File: src/rtl/pipe_stage_reg.sv
// rtl/pipe_stage_reg.sv - two-slot (main + skid) pipeline register with flush, hold and exception kill
module pipe_stage_reg #(
  parameter int                 DATA_W         = 128,
  parameter int                 EXC_W          = 5,
  parameter logic [EXC_W-1:0]   EXC_NONE       = '0,
  parameter logic [DATA_W-1:0]  NOP_DATA       = '0,
  parameter bit                 KILL_AFTER_EXC = 1'b1
) (
  input  logic              cpu_clk_75M,
  input  logic              cpu_rst,
  input  logic              flush_i,
  input  logic              hold_i,
  input  logic              in_valid_i,
  output logic              in_ready_o,
  input  logic [DATA_W-1:0] in_data_i,
  input  logic [EXC_W-1:0]  in_exc_i,
  input  logic [31:0]       in_pc_i,
  input  logic              in_delay_i,
  output logic              out_valid_o,
  input  logic              out_ready_i,
  output logic [DATA_W-1:0] out_data_o,
  output logic [EXC_W-1:0]  out_exc_o,
  output logic [31:0]       out_pc_o,
  output logic              out_delay_o,
  output logic [1:0]        occupancy_o,
  output logic              exc_pending_o,
  output logic [31:0]       bp_cycles_o
);

  typedef struct packed {
    logic [DATA_W-1:0] data;
    logic [EXC_W-1:0]  exc;
    logic [31:0]       pc;
    logic              delay;
  } entry_t;

  logic   main_valid_q, main_valid_d;
  logic   skid_valid_q, skid_valid_d;
  entry_t main_q, main_d;
  entry_t skid_q, skid_d;
  entry_t in_entry;
  logic [31:0] bp_q, bp_d;
  logic   acc, rel;

  assign in_entry = '{data: in_data_i, exc: in_exc_i, pc: in_pc_i, delay: in_delay_i};

  assign exc_pending_o = (main_valid_q && (main_q.exc != EXC_NONE)) ||
                         (skid_valid_q && (skid_q.exc != EXC_NONE));
  assign occupancy_o   = {1'b0, main_valid_q} + {1'b0, skid_valid_q};

  assign in_ready_o  = ~skid_valid_q & ~hold_i & ~flush_i & ~(KILL_AFTER_EXC & exc_pending_o);
  assign out_valid_o = main_valid_q & ~hold_i & ~flush_i;

  assign acc = in_valid_i & in_ready_o;
  assign rel = out_valid_o & out_ready_i;

  // Output payload is masked by main_valid only; hold does not hide it.
  assign out_data_o  = main_valid_q ? main_q.data  : NOP_DATA;
  assign out_exc_o   = main_valid_q ? main_q.exc   : EXC_NONE;
  assign out_pc_o    = main_valid_q ? main_q.pc    : 32'd0;
  assign out_delay_o = main_valid_q ? main_q.delay : 1'b0;
  assign bp_cycles_o = bp_q;

  always_comb begin
    main_valid_d = main_valid_q;
    skid_valid_d = skid_valid_q;
    main_d       = main_q;
    skid_d       = skid_q;
    if (flush_i) begin
      main_valid_d = 1'b0;
      skid_valid_d = 1'b0;
    end else if (main_valid_q && skid_valid_q) begin
      if (rel) begin
        main_d       = skid_q;
        skid_valid_d = 1'b0;
      end
    end else if (main_valid_q) begin
      if (acc && rel) begin
        main_d = in_entry;
      end else if (acc) begin
        skid_d       = in_entry;
        skid_valid_d = 1'b1;
      end else if (rel) begin
        main_valid_d = 1'b0;
      end
    end else if (acc) begin
      main_d       = in_entry;
      main_valid_d = 1'b1;
    end
  end

  always_comb begin
    bp_d = bp_q;
    if (main_valid_q && !out_ready_i && !hold_i && (bp_q != 32'hFFFF_FFFF)) begin
      bp_d = bp_q + 32'd1;
    end
  end

  always_ff @(posedge cpu_clk_75M) begin
    if (cpu_rst) begin
      main_valid_q <= 1'b0;
      skid_valid_q <= 1'b0;
      bp_q         <= 32'd0;
    end else begin
      main_valid_q <= main_valid_d;
      skid_valid_q <= skid_valid_d;
      bp_q         <= bp_d;
    end
  end

  // Payload slots are never cleared; the valid bits alone decide visibility.
  always_ff @(posedge cpu_clk_75M) begin
    main_q <= main_d;
    skid_q <= skid_d;
  end

endmodule

File: config.mk
export PLATFORM = sky130hd
export DESIGN_NAME = pipe_stage_reg
export DESIGN_NICKNAME = d
export VERILOG_FILES = /design/src/rtl/pipe_stage_reg.sv
export SDC_FILE = /design/constraint.sdc
export NUM_CORES = 1
export LEC_CHECK = 0
export CORE_MARGIN = 2
export CORE_UTILIZATION = 46
export CTS_BUF_LIST = sky130_fd_sc_hd__clkbuf_8
export CTS_CLUSTER_SIZE = 10
export DETAILED_ROUTE_END_ITERATION = 10
export PLACE_DENSITY = 0.8
export SETUP_SLACK_MARGIN = 0.05
export SYNTH_ARGS = -nofsm -noshare
export SYNTH_HDL_FRONTEND = slang
export SYNTH_SLANG_ARGS = --single-unit
File: constraint.sdc
create_clock -name cpu_clk_75M -period 14.81 [get_ports cpu_clk_75M]
set_clock_uncertainty 0.05 [all_clocks]
set_input_delay 2.962 -clock cpu_clk_75M [delete_from_list [all_inputs] [get_ports cpu_clk_75M]]
set_output_delay 2.962 -clock cpu_clk_75M [all_outputs]
set_load 0.05 [all_outputs]
==> out/results.tsv, run 1 <==
metric	value	unit
startpoint of the most critical register-to-register path	main_valid_q	
Min-Delay Endpoint	bp_cycles_o[27]	
maximum root-to-sink buffer count	3	
post-layout minimum cycle time	7.68	ns
sum of net half-perimeters after detailed placement	22.1	mm
Routed WL	34.0	mm
wire length of the first global-routing pass	51.9	mm
setup bufs post-CTS	0	
Post-Synthesis Cell Area	15000	um^2
TritonCTS Buffers	60	
Synth Area in Adders	0.251	%
area of the placeable core	32300	um^2
number of input and output port buffers inserted	374	
final antenna-violating net count	0	
final count of negative-setup-slack endpoints	0	
largest family of logic cells by synthesized area	multiplexers	
peak ir drop on the vdd network	82.0	uV
simple-gate portion of the synthesized area	11.6	%
most common cell after layout, fill and taps aside	sky130_fd_sc_hd__clkdlybuf4s50_1	
Synth Net Count	1105	
pin count of the biggest net entering global routing	168	
number of search-and-repair iterations in the first detailed-routing pass	4	
RD Place Congestion	0.776	
Initial DRC Count	429	
number of standard-cell rows in the floorplan	66	
final period utilization	51.8	%
Fin Setup TNS	0	ns
CTS tree	yes	
area enclosed by the die boundary	34000	um^2
count of flip-flops with a built-in enable after synthesis	332	
CTS Hold Bufs	0	
maximum operating frequency	0.130	GHz
number of synthesized register bits	366	
hold violation count in the final report	0	
number of global-route vias before repair	9582	
worst reg2reg path depth	6	
share of flip-flops with an asynchronous set or reset after synthesis	0	%
startpoint of the most critical hold path	bp_cycles_o[27]	
endpoint arrival time on the critical path	4.66	ns
reg-to-reg setup timing slack	10.26	ns
commonest cells after routing, fill and taps aside	sky130_fd_sc_hd__clkdlybuf4s50_1 (374), sky130_fd_sc_hd__edfxtp_1 (332), sky130_fd_sc_hd__and2_1 (172), sky130_fd_sc_hd__mux2_1 (137), sky130_fd_sc_hd__clkbuf_8 (62)	
setup repair after global routing missed its margin	false	
max-cap viol count	0	
fraction of the mapped netlist area in compound gates	2.42	%
Critical Path End Type	primary output	
vias post-DR	9230	
multiplexer area fraction after synthesis	12.8	%
total count of max-transition violations in the final report	0	
outcome	finished, final reports clean	
Worst Hold Class	flop to flop	
share of the synthesized netlist area taken by xor and xnor gates	0.585	%
CTS H-tree lvls	2	
effective utilization at floorplan	46.4	%
clock-pin transition on the worst setup and hold timing paths	0.06	ns
reg-to-reg critical path endpoint	main_q[116]	
clock insertion delay at the later pin of the skew report	0.59	ns
clk root buf	sky130_fd_sc_hd__clkbuf_8	
Die W	184	um
post-synthesis sequential area ratio	71.1	%
final global-route overflow total	0	
worst setup path start	hold_i	
antenna violations before repair	5	
Finished Core Util	62.7	%
synthesized area per cell	16.1	um^2
number of instances resized during post-cts repair	0	
per-cell via count in the routed design	5.06	
most used flip-flop cell after synthesis	sky130_fd_sc_hd__edfxtp_1	
slew at the pin closest to its max-slew limit	1.04	ns
Die Height	184	um
Worst EP required	11.80	ns
worst setup path category	input pin to primary output	
CP Launch Type	input pin	
static leakage power	0.00687	uW
worst slew margin relative to its limit	30.5	%
cell count after synthesis	930	
WHS Path Cells	2	
Max Fanout on Critical Path	4	
overall track demand over capacity in global routing	19.6	%
wire length per cell after detailed routing	18.7	um
ratio of cells with drive above 1 in the final layout	9.08	%
# IOs	375	
Yosys cell types	50	
DRC violations left	0	
Warnings, synthesis	0	
net count of the finished layout	1503	
count of clock tree sinks	366	
power per cell area	100	nW/um^2
Layout Area Growth over Synthesis	35.2	%
logic make-up after synthesis:
family                   count (synthesis)
XOR/XNOR                                10
flip-flops                             366
AND/OR/NAND/NOR                        278
AO/OA/AOI/OAI                           54
adder cells (fa/ha/maj)                  3
multiplexers                           170
buffers and inverters                   49
flip-flops by register name (all words and copies together) (netlist names):
register and cells:
main_valid_q 1, bp_cycles_o 32, main_q 166, skid_valid_q 1, skid_q 166
layout make-up:
type / instances / area, um^2
Fill cell: 2364 / 12000
Antenna cell: 5 / 12.5
Clock buffer: 62 / 853
Tap cell: 442 / 553
Timing Repair Buffer: 381 / 3810
Multi-Input combinational cell: 515 / 4160
Clock inverter: 48 / 194
Sequential cell: 366 / 10700
Inverter: 4 / 15.0
worst max path at each step:
stage / endpoint / slack [ns]
5_1_grt: in_ready_o / 7.08
4_1_cts: in_ready_o / 7.15
3_3_place_gp: in_ready_o / 7.17
3_5_place_dp: in_ready_o / 7.15
2_1_floorplan: skid_q[0] / 4.42
6_report: in_ready_o / 7.13
synth_stat cells, types with 8 or more instances:
| master | count | area [um^2] |
|---|---|---|
| sky130_fd_sc_hd__a21oi_1 | 13 | 65.1 |
| sky130_fd_sc_hd__and2_1 | 173 | 1080 |
| sky130_fd_sc_hd__buf_1 | 9 | 33.8 |
| sky130_fd_sc_hd__clkbuf_1 | 34 | 128 |
| sky130_fd_sc_hd__dfxtp_1 | 34 | 681 |
| sky130_fd_sc_hd__edfxtp_1 | 332 | 9970 |
| sky130_fd_sc_hd__mux2_1 | 137 | 1540 |
| sky130_fd_sc_hd__mux2_2 | 32 | 360 |
| sky130_fd_sc_hd__nand2_1 | 13 | 48.8 |
| sky130_fd_sc_hd__nand3_1 | 13 | 65.1 |
| sky130_fd_sc_hd__nand4_1 | 8 | 50.1 |
| sky130_fd_sc_hd__nor2_1 | 20 | 75.1 |
| sky130_fd_sc_hd__o21ai_0 | 11 | 55.1 |
| sky130_fd_sc_hd__or3_1 | 13 | 81.3 |
through the flow:
stage / instances / total power (uW) / setup slack (ns) / hold slack [ns] / area [um^2]
floorplan: 930 / 1220 / 4.42 / 0.458 / 15000
global placement: 1708 / 1280 / 7.17 / 0.438 / 19200
detailed placement: 1708 / 1290 / 7.15 / 0.452 / 19200
CTS: 1818 / 2060 / 7.15 / 0.467 / 20200
global route: 1823 / 2110 / 7.08 / 0.489 / 20300
finish: 1823 / 2030 / 7.13 / 0.464 / 20300
per-layer routing:
layer  vias up  track usage, %  wire length, um
met5         -               0                0
met4         0            9.09             1380
met3        85            5.47             2360
met2       319            33.5            17000
met1      4532            22.9            13300
li1       4294               -                -
report_power, final:
group	internal, uW	switching [uW]	leakage (uW)
sequential	1140	3.93	0.00328
clock	386	381	0.000664
combinational	64.9	55.2	0.00293
total	1590	441	0.00687
critical path, cell delays in order:
cell	delay (ns)
sky130_fd_sc_hd__clkdlybuf4s50_1	0.48
sky130_fd_sc_hd__nor3_1	0.27
sky130_fd_sc_hd__and2_1	0.16
sky130_fd_sc_hd__clkdlybuf4s50_1	0.79
Power figures use the tool's default switching activity.
==> run 2: changes to the inputs <==
--- a/config.mk
+++ b/config.mk
@@ -6,11 +6,11 @@
 export NUM_CORES = 1
 export LEC_CHECK = 0
 export CORE_MARGIN = 2
-export CORE_UTILIZATION = 46
+export CORE_UTILIZATION = 51
 export CTS_BUF_LIST = sky130_fd_sc_hd__clkbuf_8
 export CTS_CLUSTER_SIZE = 10
 export DETAILED_ROUTE_END_ITERATION = 10
-export PLACE_DENSITY = 0.8
+export PLACE_DENSITY = 0.84
 export SETUP_SLACK_MARGIN = 0.05
 export SYNTH_ARGS = -nofsm -noshare
 export SYNTH_HDL_FRONTEND = slang
==> constraint.sdc (replaced) <==
create_clock -name cpu_clk_75M -period 7.1 [get_ports cpu_clk_75M]
set_clock_uncertainty 0.05 [all_clocks]
set_input_delay 1.42 -clock cpu_clk_75M [delete_from_list [all_inputs] [get_ports cpu_clk_75M]]
set_output_delay 1.42 -clock cpu_clk_75M [all_outputs]
set_load 0.05 [all_outputs]
==> run 2 against run 1 <==
Net effect: setup slack worse by 4.9 ns; critical path type is now flop to primary output; sequential power is 110% higher; via count is 0.14% lower; count of clock-buffer cells in the layout stayed put; total power is 110% higher; worst hold slack worse by 0.011 ns; largest power group unchanged; global-route usage is 2.7 points higher; non-clock buffer count stayed put; critical path depth stayed put; register-to-register slack worse by 7.4 ns; sequential share of layout area hardly changed.
==> out/results.tsv, run 2 (same netlist as run 1, synthesis figures left out) <==
metric	value	unit
CP Launch Type	flop	
overall track demand over capacity in global routing	22.3	%
Min-Delay Endpoint	bp_cycles_o[27]	
vias post-DR	9217	
Routed WL	35.0	mm
number of instances resized during post-cts repair	0	
post-layout minimum cycle time	4.87	ns
CTS Hold Bufs	0	
area used by sequential logic in the layout	10700	um^2
# IOs	375	
number of standard-cell rows in the floorplan	62	
RD Place Congestion	0.848	
Die Height	175	um
maximum operating frequency	0.205	GHz
setup bufs post-CTS	0	
count of clock tree sinks	366	
clk root buf	sky130_fd_sc_hd__clkbuf_8	
most common cell after layout, fill and taps aside	sky130_fd_sc_hd__clkdlybuf4s50_1	
net count of the finished layout	1501	
Largest delay share family, worst path	buffers and inverters	
Critical Path End Type	primary output	
static leakage power	0.00686	uW
max-cap viol count	0	
outcome	finished, final reports clean	
antenna violations before repair	2	
worst setup path category	flop to primary output	
effective utilization at floorplan	52.0	%
ordered list of cells on the worst path	buf_4 -> o21ai_1 -> nand2_1 -> clkdlybuf4s50_1	
peak ir drop on the vdd network	198	uV
CTS H-tree lvls	2	
number of search-and-repair iterations in the first detailed-routing pass	4	
combined area of the multi-input logic cells	4160	um^2
per-cell via count in the routed design	5.23	
critical path buffer and inverter count	2	
DRC violations left	0	
startpoint of the most critical register-to-register path	main_valid_q	
final count of negative-setup-slack endpoints	0	
sum of net half-perimeters after detailed placement	23.1	mm
wire length of the first global-routing pass	53.4	mm
critical-path cell with the highest stage delay	sky130_fd_sc_hd__clkdlybuf4s50_1	
CTS tree	yes	
Die W	175	um
TritonCTS Buffers	58	
Initial DRC Count	522	
worst slack after detailed placement	2.02	ns
endpoint arrival time on the critical path	3.40	ns
area enclosed by the die boundary	30800	um^2
longest individual stage delay on the worst path	0.81	ns
WHS Path Cells	2	
slew at the pin closest to its max-slew limit	1.15	ns
pin count of the biggest net entering global routing	104	
final antenna-violating net count	0	
final period utilization	68.6	%
setup repair after global routing missed its margin	false	
area of the placeable core	28800	um^2
ratio of cells with drive above 1 in the final layout	9.96	%
worst slew margin relative to its limit	23.5	%
worst reg2reg path depth	6	
number of global-route vias before repair	9750	
number of input and output port buffers inserted	374	
clock insertion delay at the later pin of the skew report	0.59	ns
commonest cells after routing, fill and taps aside	sky130_fd_sc_hd__clkdlybuf4s50_1 (374), sky130_fd_sc_hd__edfxtp_1 (332), sky130_fd_sc_hd__and2_1 (172), sky130_fd_sc_hd__mux2_1 (137), sky130_fd_sc_hd__clkbuf_8 (62)	
final global-route overflow total	0	
hold violation count in the final report	0	
Worst Hold Class	flop to flop	
Layout Area Growth over Synthesis	35.2	%
power per cell area	215	nW/um^2
reg-to-reg setup timing slack	2.83	ns
Worst EP required	5.63	ns
post-route setup slack	2.23	ns
reg-to-reg critical path endpoint	skid_q[10]	
total count of max-transition violations in the final report	0	
Fin Setup TNS	0	ns
startpoint of the most critical hold path	bp_cycles_o[27]	
wire length per cell after detailed routing	19.8	um
maximum root-to-sink buffer count	3	
Max Fanout on Critical Path	98	
fillcell total	1869	
clock-pin transition on the worst setup and hold timing paths	0.07	ns
run 2: cell types whose count changed in the layout (fill, tap and decap cells not counted), sizes merged:
cell,change
diode,-3
clkinv,+12
inv,-15
bufinv,+2
clkinvlp,+1
run 2: how the worst max path moves through the flow:
| stage | start | endpoint | cells after the start |
|---|---|---|---|
| 5_1_grt | main_valid_q | exc_pending_o | 4 |
| 6_report | main_valid_q | exc_pending_o | 4 |
| 3_3_place_gp | hold_i | skid_q[0] | 6 |
| 3_5_place_dp | hold_i | skid_q[0] | 6 |
| 4_1_cts | main_valid_q | exc_pending_o | 4 |
| 2_1_floorplan | hold_i | main_q[0] | 4 |
run 2: final cells by class:
cell class	count	share of cell area, %
flip-flops and latches	366	52.6
clock buffers	62	4.21
multi-input cells	515	20.6
clock inverters	48	1.33
repair buffers	381	18.8
inverters	4	0.0741
diodes	2	0.0247
well taps	384	2.37
run 2: per-layer routing:
layer / global-route usage [%] / vias up / part of all wire, %
met3: 8.85 / 68 / 9.5
met2: 37.8 / 341 / 50
met1: 25.5 / 4519 / 38
li1: - / 4289 / -
met4: 8.37 / 0 / 3.0
met5: 0 / - / 0
run 2: report_power, final:
part,internal (uW),total [uW],leakage [uW],switching (uW)
Sequential,2380,2390,0.00328,8.27
Combinational,136,252,0.00293,116
Clock,887,1710,0.000651,827
run 2: worst reg2reg max path, cell delays in order (launching register included):
cell,delay [ns]
sky130_fd_sc_hd__dfxtp_4,0.55
sky130_fd_sc_hd__buf_4,0.50
sky130_fd_sc_hd__o21ai_1,0.33
sky130_fd_sc_hd__nand3_1,0.25
sky130_fd_sc_hd__nor3_4,0.25
sky130_fd_sc_hd__buf_4,0.85
sky130_fd_sc_hd__buf_4,1.10
run 2: metrics by stage:
step | cell area [um^2] | cells | hold slack [ns] | util, % | power, uW
2_1_floorplan | 15000 | 930 | 0.458 | - | 2540
3_3_place_gp | 19100 | 1650 | 0.432 | 66.4 | 2680
3_5_place_dp | 19100 | 1650 | 0.449 | 66.4 | 2690
6_report | 20200 | 1762 | 0.453 | 70.4 | 4350
5_1_grt | 20200 | 1762 | 0.484 | 70.4 | 4490
4_1_cts | 20200 | 1760 | 0.459 | 70.3 | 4390
==> run 3: changes to the inputs <==
--- a/config.mk
+++ b/config.mk
@@ -6,11 +6,11 @@
 export NUM_CORES = 1
 export LEC_CHECK = 0
 export CORE_MARGIN = 2
-export CORE_UTILIZATION = 51
+export CORE_UTILIZATION = 46
 export CTS_BUF_LIST = sky130_fd_sc_hd__clkbuf_8
 export CTS_CLUSTER_SIZE = 10
 export DETAILED_ROUTE_END_ITERATION = 10
-export PLACE_DENSITY = 0.84
+export PLACE_DENSITY = 0.8
 export SETUP_SLACK_MARGIN = 0.05
 export SYNTH_ARGS = -nofsm -noshare
 export SYNTH_HDL_FRONTEND = slang
==> constraint.sdc (replaced) <==
create_clock -name cpu_clk_75M -period 4 [get_ports cpu_clk_75M]
set_clock_uncertainty 0.05 [all_clocks]
set_input_delay 0.8 -clock cpu_clk_75M [delete_from_list [all_inputs] [get_ports cpu_clk_75M]]
set_output_delay 0.8 -clock cpu_clk_75M [all_outputs]
set_load 0.05 [all_outputs]
==> run 3 against run 2 <==
Net effect: critical path depth stayed put; total power is 76% higher; count of clock-buffer cells in the layout is 1 higher; sequential share of layout area is 0.54 points lower; flip-flop and latch count stayed put; global-route usage is 2.2 points lower; utilization is 7.0 points lower; combinational power is 80% higher; worst hold slack worse by 0.0031 ns; sequential power is 77% higher; critical path type unchanged; largest cell class unchanged; highest routed layer is now met5.
==> out/results.tsv, run 3 (same netlist as run 1, synthesis figures left out) <==
metric	value	unit
total placed cells including tap cells	1719	
Finished Core Util	63.4	%
hold violation count in the final report	0	
post-layout total power	7660	uW
net count of the finished layout	1513	
startpoint of the most critical register-to-register path	main_q[36]	
worst setup path category	flop to primary output	
critical-path cell with the highest stage delay	sky130_fd_sc_hd__clkdlybuf4s50_1	
cell area after layout	20500	um^2
peak ir drop on the vdd network	295	uV
final global-route overflow total	0	
static leakage power	0.00692	uW
final period utilization	88.7	%
# IOs	375	
RD Place Congestion	0.849	
area of the placeable core	32300	um^2
CP Launch Type	flop	
Routed WL	34.6	mm
slew at the pin closest to its max-slew limit	0.890	ns
overall track demand over capacity in global routing	20.1	%
Die W	184	um
max-cap viol count	0	
Initial DRC Count	464	
vias post-DR	9198	
startpoint of the most critical hold path	bp_cycles_o[27]	
ratio of cells with drive above 1 in the final layout	10.5	%
worst setup path start	main_q[36]	
Critical Path End Type	primary output	
number of input and output port buffers inserted	374	
count of clock tree sinks	366	
DRC violations left	0	
CTS tree	yes	
Largest delay share family, worst path	buffers and inverters	
Max Fanout on Critical Path	3	
fillcell total	2345	
post-layout minimum cycle time	3.55	ns
combined area of the multi-input logic cells	4180	um^2
sum of net half-perimeters after detailed placement	23.4	mm
reg-to-reg setup timing slack	1.28	ns
number of search-and-repair iterations in the first detailed-routing pass	4	
commonest cells after routing, fill and taps aside	sky130_fd_sc_hd__clkdlybuf4s50_1 (374), sky130_fd_sc_hd__edfxtp_1 (332), sky130_fd_sc_hd__and2_1 (172), sky130_fd_sc_hd__mux2_1 (137), sky130_fd_sc_hd__clkbuf_8 (63)	
most common cell after layout, fill and taps aside	sky130_fd_sc_hd__clkdlybuf4s50_1	
pin count of the biggest net entering global routing	145	
total count of max-transition violations in the final report	0	
endpoint of the worst setup timing path	in_ready_o	
Die Height	184	um
antenna violations before repair	5	
effective utilization at floorplan	46.4	%
Worst EP required	3.15	ns
longest individual stage delay on the worst path	0.83	ns
Fin Setup TNS	0	ns
CTS H-tree lvls	2	
number of logic stages on the critical path including buffering	4	
critical path buffer and inverter count	1	
power per cell area	374	nW/um^2
outcome	finished, final reports clean	
number of non-filler instances in the completed layout	1832	
CTS Hold Bufs	0	
ordered list of cells on the worst path	or4_1 -> o21ai_2 -> and2_1 -> clkdlybuf4s50_1	
clk root buf	sky130_fd_sc_hd__clkbuf_8	
wire length of the first global-routing pass	52.6	mm
TritonCTS Buffers	59	
worst slew margin relative to its limit	40.6	%
clock insertion delay at the later pin of the skew report	0.61	ns
number of instances resized during post-cts repair	0	
Layout Area Growth over Synthesis	36.6	%
Post-DP Area	19400	um^2
reg-to-reg critical path endpoint	main_q[27]	
maximum root-to-sink buffer count	3	
final antenna-violating net count	0	
number of global-route vias before repair	9608	
number of standard-cell rows in the floorplan	66	
worst reg2reg path depth	6	
Worst Hold Class	flop to flop	
maximum operating frequency	0.282	GHz
area used by sequential logic in the layout	10700	um^2
clock-pin transition on the worst setup and hold timing paths	0.06	ns
final count of negative-setup-slack endpoints	0	
setup repair after global routing missed its margin	false	
endpoint arrival time on the critical path	2.70	ns
wire length per cell after detailed routing	18.9	um
per-cell via count in the routed design	5.02	
area enclosed by the die boundary	34000	um^2
setup bufs post-CTS	0	
[run 3: worst min-delay path by stage]
stage          depth (start not counted)               to  slack, ns
6_report                               2  bp_cycles_o[27]       0.45
2_1_floorplan                          1      main_q[157]       0.46
3_5_place_dp                           2  bp_cycles_o[27]       0.45
4_1_cts                                2  bp_cycles_o[27]       0.46
5_1_grt                                1       main_q[97]       0.49
3_3_place_gp                           2  bp_cycles_o[27]       0.43
[run 3: metrics by stage]
stage	hold slack, ns	setup WS [ns]
finish	0.449	0.452
global route	0.493	0.346
CTS	0.458	0.402
detailed placement	0.450	0.552
global placement	0.425	0.525
floorplan	0.458	-1.66
[run 3: tightest hold or removal path, cell delays in order, from the launching register on]
cell and delay [ns]:
sky130_fd_sc_hd__dfxtp_1 0.32, sky130_fd_sc_hd__o21ai_0 0.07, sky130_fd_sc_hd__a21oi_1 0.06
[run 3: area by class of cell]
cell class / count / area share [%]
Multi-Input combinational cell: 515 / 20.4
Clock inverter: 48 / 1.09
Inverter: 4 / 0.0734
Tap cell: 442 / 2.70
Sequential cell: 366 / 52.1
Timing Repair Buffer: 392 / 19.4
Antenna cell: 2 / 0.0245
Clock buffer: 63 / 4.24
[run 3: routing by layer]
layer	global-route usage (%)	part of all wire, %
met1	23.8	39
met2	33.4	49
met3	7.07	8.6
met4	8.06	3.5
met5	0	0.12
[run 3: where the power goes]
part	internal, uW	switching (uW)	total (uW)	leakage (uW)
logic	246	208	454	0.00301
registers	4220	11.7	4240	0.00328
clock network	1520	1450	2970	0.000634
total	5990	1670	7660	0.00692
